==> src/rtl/frame_stream_sink.sv <==
// Pixel-stream sink: checks SOF/EOF framing against FRAME_LENGTH and keeps saturating good/error frame counters.
// Latency: frame_done/frame_err/data_err pulses and counter updates appear one cycle after the accepting edge.
// Backpressure: s_ready is enable delayed by one cycle; deasserting it freezes frame tracking. Optional build macro DATA_CHECK_EN adds a sequential-data checker.
module frame_stream_sink #(
    parameter int DATA_WIDTH   = 32,
    parameter int FRAME_LENGTH = 16,
    parameter int CNT_WIDTH    = 16,
    localparam int IDX_W       = $clog2(FRAME_LENGTH)
) (
    input  logic                  clk,
    input  logic                  rst_n,
    input  logic [DATA_WIDTH-1:0] s_data,
    input  logic                  s_valid,
    input  logic                  s_last,
    input  logic                  s_user,
    output logic                  s_ready,
    input  logic                  enable,
    input  logic                  clear_stats,
    output logic                  frame_done,
    output logic                  frame_err,
    output logic [CNT_WIDTH-1:0]  frame_count,
    output logic [CNT_WIDTH-1:0]  err_count,
    output logic [IDX_W-1:0]      beat_idx,
    output logic                  data_err,
    output logic [CNT_WIDTH-1:0]  data_err_count
);

    typedef enum logic {SEEK, FRAME} state_t;

    localparam logic [IDX_W-1:0] LAST_IDX = IDX_W'(FRAME_LENGTH - 1);

    state_t               state_q;
    logic [IDX_W-1:0]     beat_idx_q;
    logic                 s_ready_q;
    logic                 frame_done_q;
    logic                 frame_err_q;
    logic [CNT_WIDTH-1:0] frame_count_q, frame_count_d;
    logic [CNT_WIDTH-1:0] err_count_q, err_count_d;

    logic accept;
    logic at_last_idx;
    logic good_ev;
    logic err_ev;

    assign accept      = s_valid & s_ready_q;
    assign at_last_idx = (beat_idx_q == LAST_IDX);

    // A well-formed frame ends only on a non-SOF EOF beat landing exactly on the final index.
    assign good_ev = accept & (state_q == FRAME) & ~s_user & s_last & at_last_idx;
    // Errors: SOF+EOF together, SOF inside a frame, or EOF placement disagreeing with the index.
    assign err_ev  = accept & ((s_user & (s_last | (state_q == FRAME))) |
                               ((state_q == FRAME) & ~s_user & (s_last ^ at_last_idx)));

    function automatic logic [CNT_WIDTH-1:0] sat_inc(input logic [CNT_WIDTH-1:0] c,
                                                     input logic inc);
        return (inc && (c != '1)) ? c + 1'b1 : c;
    endfunction

    // Frame-position FSM with registered ready and event pulses.
    always_ff @(posedge clk or negedge rst_n) begin
        if (!rst_n) begin
            state_q      <= SEEK;
            beat_idx_q   <= '0;
            s_ready_q    <= 1'b0;
            frame_done_q <= 1'b0;
            frame_err_q  <= 1'b0;
        end else begin
            s_ready_q    <= enable;
            frame_done_q <= good_ev;
            frame_err_q  <= err_ev;
            if (accept) begin
                case (state_q)
                    SEEK: begin
                        // Non-SOF beats are dropped; SOF+EOF is a short frame and stays here.
                        if (s_user && !s_last) begin
                            beat_idx_q <= IDX_W'(1);
                            state_q    <= FRAME;
                        end
                    end
                    FRAME: begin
                        if (s_user && s_last) begin
                            beat_idx_q <= '0;
                            state_q    <= SEEK;
                        end else if (s_user) begin
                            // Early SOF restarts the frame from this beat.
                            beat_idx_q <= IDX_W'(1);
                        end else if (s_last || at_last_idx) begin
                            // Good end, short frame or missing EOF: all resynchronise in SEEK.
                            beat_idx_q <= '0;
                            state_q    <= SEEK;
                        end else begin
                            beat_idx_q <= beat_idx_q + 1'b1;
                        end
                    end
                    default: begin
                        beat_idx_q <= '0;
                        state_q    <= SEEK;
                    end
                endcase
            end
        end
    end

    // Next counter values: clear takes priority over any same-cycle increment.
    always_comb begin
        frame_count_d = clear_stats ? '0 : sat_inc(frame_count_q, good_ev);
        err_count_d   = clear_stats ? '0 : sat_inc(err_count_q, err_ev);
    end

    // Statistics counter registers.
    always_ff @(posedge clk or negedge rst_n) begin
        if (!rst_n) begin
            frame_count_q <= '0;
            err_count_q   <= '0;
        end else begin
            frame_count_q <= frame_count_d;
            err_count_q   <= err_count_d;
        end
    end

`ifdef DATA_CHECK_EN
    logic [DATA_WIDTH-1:0] ref_q;
    logic [DATA_WIDTH-1:0] ref_inc;
    logic                  data_err_q;
    logic [CNT_WIDTH-1:0]  data_err_count_q, data_err_count_d;
    logic                  data_ev;

    assign ref_inc = ref_q + 1'b1;
    // Only non-SOF beats inside a frame are checked; SOF beats merely seed the reference.
    assign data_ev = accept & (state_q == FRAME) & ~s_user & (s_data != ref_inc);

    // Next data-error count, cleared with the other statistics.
    always_comb begin
        data_err_count_d = clear_stats ? '0 : sat_inc(data_err_count_q, data_ev);
    end

    // Reference tracks the last in-frame value, so a mismatch resynchronises to the received data.
    always_ff @(posedge clk or negedge rst_n) begin
        if (!rst_n) begin
            ref_q            <= '0;
            data_err_q       <= 1'b0;
            data_err_count_q <= '0;
        end else begin
            data_err_q       <= data_ev;
            data_err_count_q <= data_err_count_d;
            if (accept && (s_user || (state_q == FRAME))) begin
                ref_q <= s_data;
            end
        end
    end

    assign data_err       = data_err_q;
    assign data_err_count = data_err_count_q;
`else
    logic unused_data;
    assign unused_data    = ^s_data;
    assign data_err       = 1'b0;
    assign data_err_count = '0;
`endif

    assign s_ready     = s_ready_q;
    assign frame_done  = frame_done_q;
    assign frame_err   = frame_err_q;
    assign frame_count = frame_count_q;
    assign err_count   = err_count_q;
    assign beat_idx    = beat_idx_q;

endmodule

==> config.mk <==
export PLATFORM = sky130hd
export DESIGN_NAME = frame_stream_sink
export DESIGN_NICKNAME = d
export VERILOG_FILES = /design/src/rtl/frame_stream_sink.sv
export SDC_FILE = /design/constraint.sdc
export NUM_CORES = 1
export LEC_CHECK = 0
export ABC_CLOCK_PERIOD_IN_PS = 2200
export BUFFER_PORTS_ARGS = -buffer_cell sky130_fd_sc_hd__buf_4
export CAP_MARGIN = 20
export CORE_UTILIZATION = 43
export CTS_CLUSTER_DIAMETER = 150
export DETAILED_ROUTE_END_ITERATION = 10
export HOLD_SLACK_MARGIN = 0.1
export PLACE_DENSITY = 0.88
export SETUP_SLACK_MARGIN = 0.15
export SLEW_MARGIN = 20
export SYNTH_ARGS = -nofsm -noshare
export SYNTH_HDL_FRONTEND = slang
export SYNTH_SLANG_ARGS = --single-unit
export TNS_END_PERCENT = 1
==> constraint.sdc <==
create_clock -name clk -period 2.2 [get_ports clk]
set_input_delay 0.33 -clock clk [delete_from_list [all_inputs] [get_ports clk]]
set_output_delay 0.33 -clock clk [all_outputs]
set_load 0.02 [all_outputs]
After elaboration in Yosys (flattened, before gate mapping) --
Cells that the tools add are included.
Storage, ports and cells: logic and storage cells 51, flip-flop bits (word level) 40, input port bits 39, output and inout bits 56
Cells by class: bitwise operators 14, reductions and logical operators 9, add/sub/neg operators 3, equal/unequal tests 4, muxes and demuxes 14
Operator list (count):
- two-way mux 16 bit | 4
- adder 16 x 1 -> 16 bit (second input constant) | 2
- inequality test 16 bit (second input constant) | 2
- two-way mux 4 bit | 4
- bitwise AND 1 bit | 9
- one-hot mux 4 bit (2 select lines) | 1
- adder 4 x 1 -> 4 bit (second input constant) | 1
- == test 4 bit (second input constant) | 1
- logical AND 1 bit | 4
- two-way mux 1 bit | 4
- nonzero test 2 bit | 2
- inequality test 2 bit (second input constant) | 1
- inverter 1 bit | 2
- bitwise OR 1 bit | 2
- one-hot mux 1 bit (2 select lines) | 1
- AND reduction 2 bit | 1
- logical NOT 1 bit | 1
- logical OR 1 bit | 1
- bitwise XOR 1 bit | 1

Longest topological paths before layout --
word-level depth 8, depth in mapped cells 9, gate-level depth less buffers 9

Worst setup path after synthesis --
Ideal clock, no wire load.
path type register to register, from register beat_idx_q[0], in the netlist beat_idx[0], to register err_count_q[7], in the netlist err_count[7], data arrival time 2091 ps, cell stages (with the launch flop) 10, clock period less this slack 2223 ps, path slack -23 ps, library setup time 132 ps, required time 2068 ps, buffers on the path 1, cells stage by stage dfrtp_1 -> ha_1 -> nand3_1 -> ha_1 -> nand2_1 -> a21o_1 -> buf_2 -> nor4_1 -> xnor2_1 -> nor2_1
Between the ends: cells in the longest elaborated chain, start to end 7
RTL lines:
- from (decl) | line 33 | logic [IDX_W-1:0] beat_idx_q;
- from (signal assigned) | line 92 | beat_idx_q <= beat_idx_q + 1'b1;
- == test 4 bit | line 46 | assign at_last_idx = (beat_idx_q == LAST_IDX);
- bitwise XOR 1 bit | line 52 | ((state_q == FRAME) & ~s_user & (s_last ^ at_last_idx)));
- bitwise AND 1 bit | line 52
- bitwise OR 1 bit | line 51 | assign err_ev = accept & ((s_user & (s_last | (state_q == FRAME))) |
- bitwise AND 1 bit | line 51
- logical AND 1 bit | line 56 | return (inc && (c != '1)) ? c + 1'b1 : c;
- nonzero test 2 bit (no source line)
- to (signal assigned) | line 117 | err_count_q <= err_count_d;
- to (decl) | line 38 | logic [CNT_WIDTH-1:0] err_count_q, err_count_d;
Every way passes these cells. A chain may end at the register's enable or synchronous reset.

Final worst setup path --
from register beat_idx_q[1], in the netlist beat_idx[1], to register err_count_q[12], in the netlist err_count[12]
The elaborated chain is that of the path after synthesis.

==> metrics.md <==
| Metric | Value |
|---|---|
| Synth area leaders | dfrtp_1 (44%), buf_4 (5.6%), xnor2_1 (5.4%), nor2_1 (4.6%), nand2_1 (3.1%) |
| Status | complete, no violations |
| Clock Skews | 0.0171 ns |
| CTS root buf | clkbuf_8 |
| Die extent in y | 74.8 microns |
| I/O Buffers | 45 |
| Chip width | 74.8 microns |
| VDD IR max | 0.000443 V |
| Setup Total Neg Slack | 0 ns |
| Final setup vio count | 0 |
| Seq/Total Area, Yosys | 0.440 |
| Vias in the first global route | 1869 |
| Internal power | 1.26 mW |
| CP arrival | 2.16 ns |
| Clock Path Buffers | 2 |
| Final Hold Fails | 0 |
| # DRC | 0 |
| Routed Antenna Nets | 0 |
| Tot Pwr | 1.64 mW |
| Post-route worst setup slack | 0.196 ns |
| Slew @ Worst Pin | 0.527 ns |
| Post-synth cell types | 44 |
| CP Max Fanout | 8 |
| Fill count | 448 |
| Minimum clock period after layout | 2.00 ns |
| Largest net degree at the start of global routing | 41 |
| Crit Path Class | reg -> reg |
| Max Clk Rate | 499 MHz |
| Clock net sink count | 40 |
| Psw | 0.382 mW |
| Startpoint Class | flip-flop |
| Initial Utilization | 0.446 |
| Nets | 341 |
| Fin crit share | 0.911 |
| Post-detail-place hpwl | 3480 microns |
| Detailed Route WL | 5100 microns |
| Gate power share | 0.098 |
| Grt ovf | 0 |
| Vias post-DR | 1938 |
| Antenna Diode Count | 0 |
| First-pass GRT wire length | 8280 microns |
| Routability cong. | 0.807 |
| Critical path cell sequence | ha_4 > nand3_2 > ha_1 > nand2_1 > a21o_4 > nor4_2 > xnor2_1 > nor2_1 |
| Mapped Cells | 242 |
| Slew headroom | 0.646 |
| Mean Syn Cell Area | 9.40 sq um |
| Most numerous cell in the Yosys netlist | dfrtp_1 |
| Antenna violations before repair | 0 |
| Place WS | 0.0769 ns |
| Post-synth top area share | 0.440 |
| Die area | 5590 sq um |
| Share of power burned in registers | 0.469 |
| CP Capture Type | flip-flop |
| Hold WC Path Type | in -> reg |
| PwrDens | 554 nW/um^2 |
| MaxCap Viol Count | 0 |
| Multi-input gate area | 1300 sq um |
| Drt pass-1 iters | 4 |
| I/O Pins | 95 |
| Synth Flop Type | dfrtp_1 |
| Core Rows | 26 |
| Via density | 5.25 |
| Post-synth EDFFs | 0 |
| Sequential standard cell area | 1000 sq um |
| RSZ-0062 raised after global routing | true |
| Slowest CP cell | dfrtp_2 |
| Seq cells post-synth | 40 |
| Core Area | 5110 sq um |
| Global Route Usage Sum | 0.195 |
| Syn Std Cell Area | 2280 sq um |
| Async S/R FF share, synth | 1.00 |
| Layout cells sized above 1 | 0.301 |
| Lkg Pwr | 1.28 nW |
| Crit path largest cell delay | 0.41 ns |
| Slew Limit Fails | 0 |
| Worst-Skew Late Latency | 0.30 ns |
| Top cell type by total area after synthesis | dfrtp_1 |
| H-tree lvl count | 2 |
| Area Overhead vs Synth | 30.0% |
| Switching share of power | 0.233 |
| CTS clk-pin slew, worst paths | 0.09 ns |
| Initial DRC count | 168 |
| Num CTS Buffers | 5 |
| DR WL/cell | 13.8 microns |
| Total number of yosys warnings | 0 |
| CP Data Required Time | 2.36 ns |
| Clk pwr share | 0.433 |
| CTS tree | built |
| Commonest cells in the netlist | dfrtp_1 (40), nor2_1 (28), nand2_1 (19) |
## critical path, delay by kind of cell (launching register included)
family                   cells  cell delay [ns]
AND/OR/NAND/NOR              4             0.54
XOR/XNOR                     1             0.17
flip-flops                   1             0.41
adder cells (fa/ha/maj)      2             0.46
AO/OA/AOI/OAI                1             0.28
## area by class of cell
type	count	share of cell area
clock buffer	6	0.0245
inverter	4	0.00507
timing repair buffer	55	0.142
clock inverter	2	0.0203
multi-input combinational	192	0.440
tap	70	0.0296
sequential	40	0.339
## kinds of logic (layout without fill, tap and decap cells)
kind of cell / count (synthesis) / after routing / share of synthesized area
simple gates: 113 / 113 / 0.275
compound gates: 34 / 34 / 0.0946
other cells: 1 / 17 / 0.00165
xor+xnor: 20 / 20 / 0.0770
fa+ha+maj: 4 / 4 / 0.0220
buf+inv: 26 / 67 / 0.0720
mux: 4 / 4 / 0.0176
flops: 40 / 40 / 0.440
## final timing paths
check                                             to               startpoint  slack (ns)  cells past startpoint
max                        err_count[12]$_DFFE_PN0P_  beat_idx[1]$_DFFE_PN0P_        0.20                      8
min                                s_ready$_DFF_PN0_                   enable        0.13                      1
max reg2reg                err_count[12]$_DFFE_PN0P_  beat_idx[1]$_DFFE_PN0P_        0.20                      8
min reg2reg                  beat_idx[3]$_DFFE_PN0P_  beat_idx[3]$_DFFE_PN0P_        0.58                      1
max in group asynchronous    beat_idx[1]$_DFFE_PN0P_                    rst_n        1.30                      2
min in group asynchronous   err_count[7]$_DFFE_PN0P_                    rst_n        0.54                      2
## metrics by stage
step | cells | area (sq um) | hold slack (ns) | util
global route | 369 | 2960 | 0.112 | 0.579
global placement | 357 | 2700 | 0.332 | 0.528
floorplan | 258 | 2380 | 0.0344 | -
CTS | 367 | 2860 | 0.127 | 0.560
finish | 369 | 2960 | 0.134 | 0.579
detailed placement | 357 | 2700 | 0.333 | 0.528
## what timing repair did
item	4_1_cts	5_1_grt
pin swaps	0	2
setup buffers	1	2
hold endpoints to repair	40	0
gates resized for setup	3	14
hold buffers	1	0
setup endpoints to repair	8	15
## cells in the final DEF (no fill, tap or decap), types with 2 or more instances in the layout
cell type	n
dfrtp_1	38
and4_1	3
nor3_4	2
inv_1	3
o21ai_0	11
clkbuf_8	5
nand4_1	11
a31oi_1	2
a21oi_1	8
ha_1	3
buf_4	53
nor4_2	4
o211ai_1	3
bufinv_16	2
nor2_1	28
nor3_2	2
nand3_2	2
or4_1	2
conb_1	17
nor3_1	2
nand2b_1	2
mux2i_1	4
and2_1	2
o31ai_1	3
nor2b_1	2
and3_2	2
xnor2_1	14
nand2_1	19
or2_2	3
nand3_1	11
dfrtp_2	2
nor4_4	4
or3_1	6
xor2_1	6
## power by group through the flow
stage	Sequential (mW)	Combinational, mW	Clock, mW
CTS	0.768	0.159	0.718
global placement	0.786	0.138	0
detailed placement	0.787	0.143	0
global route	0.770	0.181	0.759
floorplan	0.798	0.0952	0
finish	0.768	0.161	0.710
## layer usage
| metal | vias to the layer above | share of wire | wire, microns | GRT usage |
|---|---|---|---|---|
| met4 | 0 | 0.012 | 61 | 0.0734 |
| met3 | 6 | 0.058 | 294 | 0.0562 |
| met2 | 65 | 0.52 | 2630 | 0.330 |
| li1 | 936 | - | - | - |
| met5 | - | 0 | 0 | 0 |
| met1 | 931 | 0.41 | 2110 | 0.236 |
## sequential cells by signal, summed over array words and instances (netlist names)
signal,flops
s_ready,1
frame_err,1
state_q,1
err_count,16
frame_count,16
frame_done,1
beat_idx,4
Power figures use the tool's default switching activity.
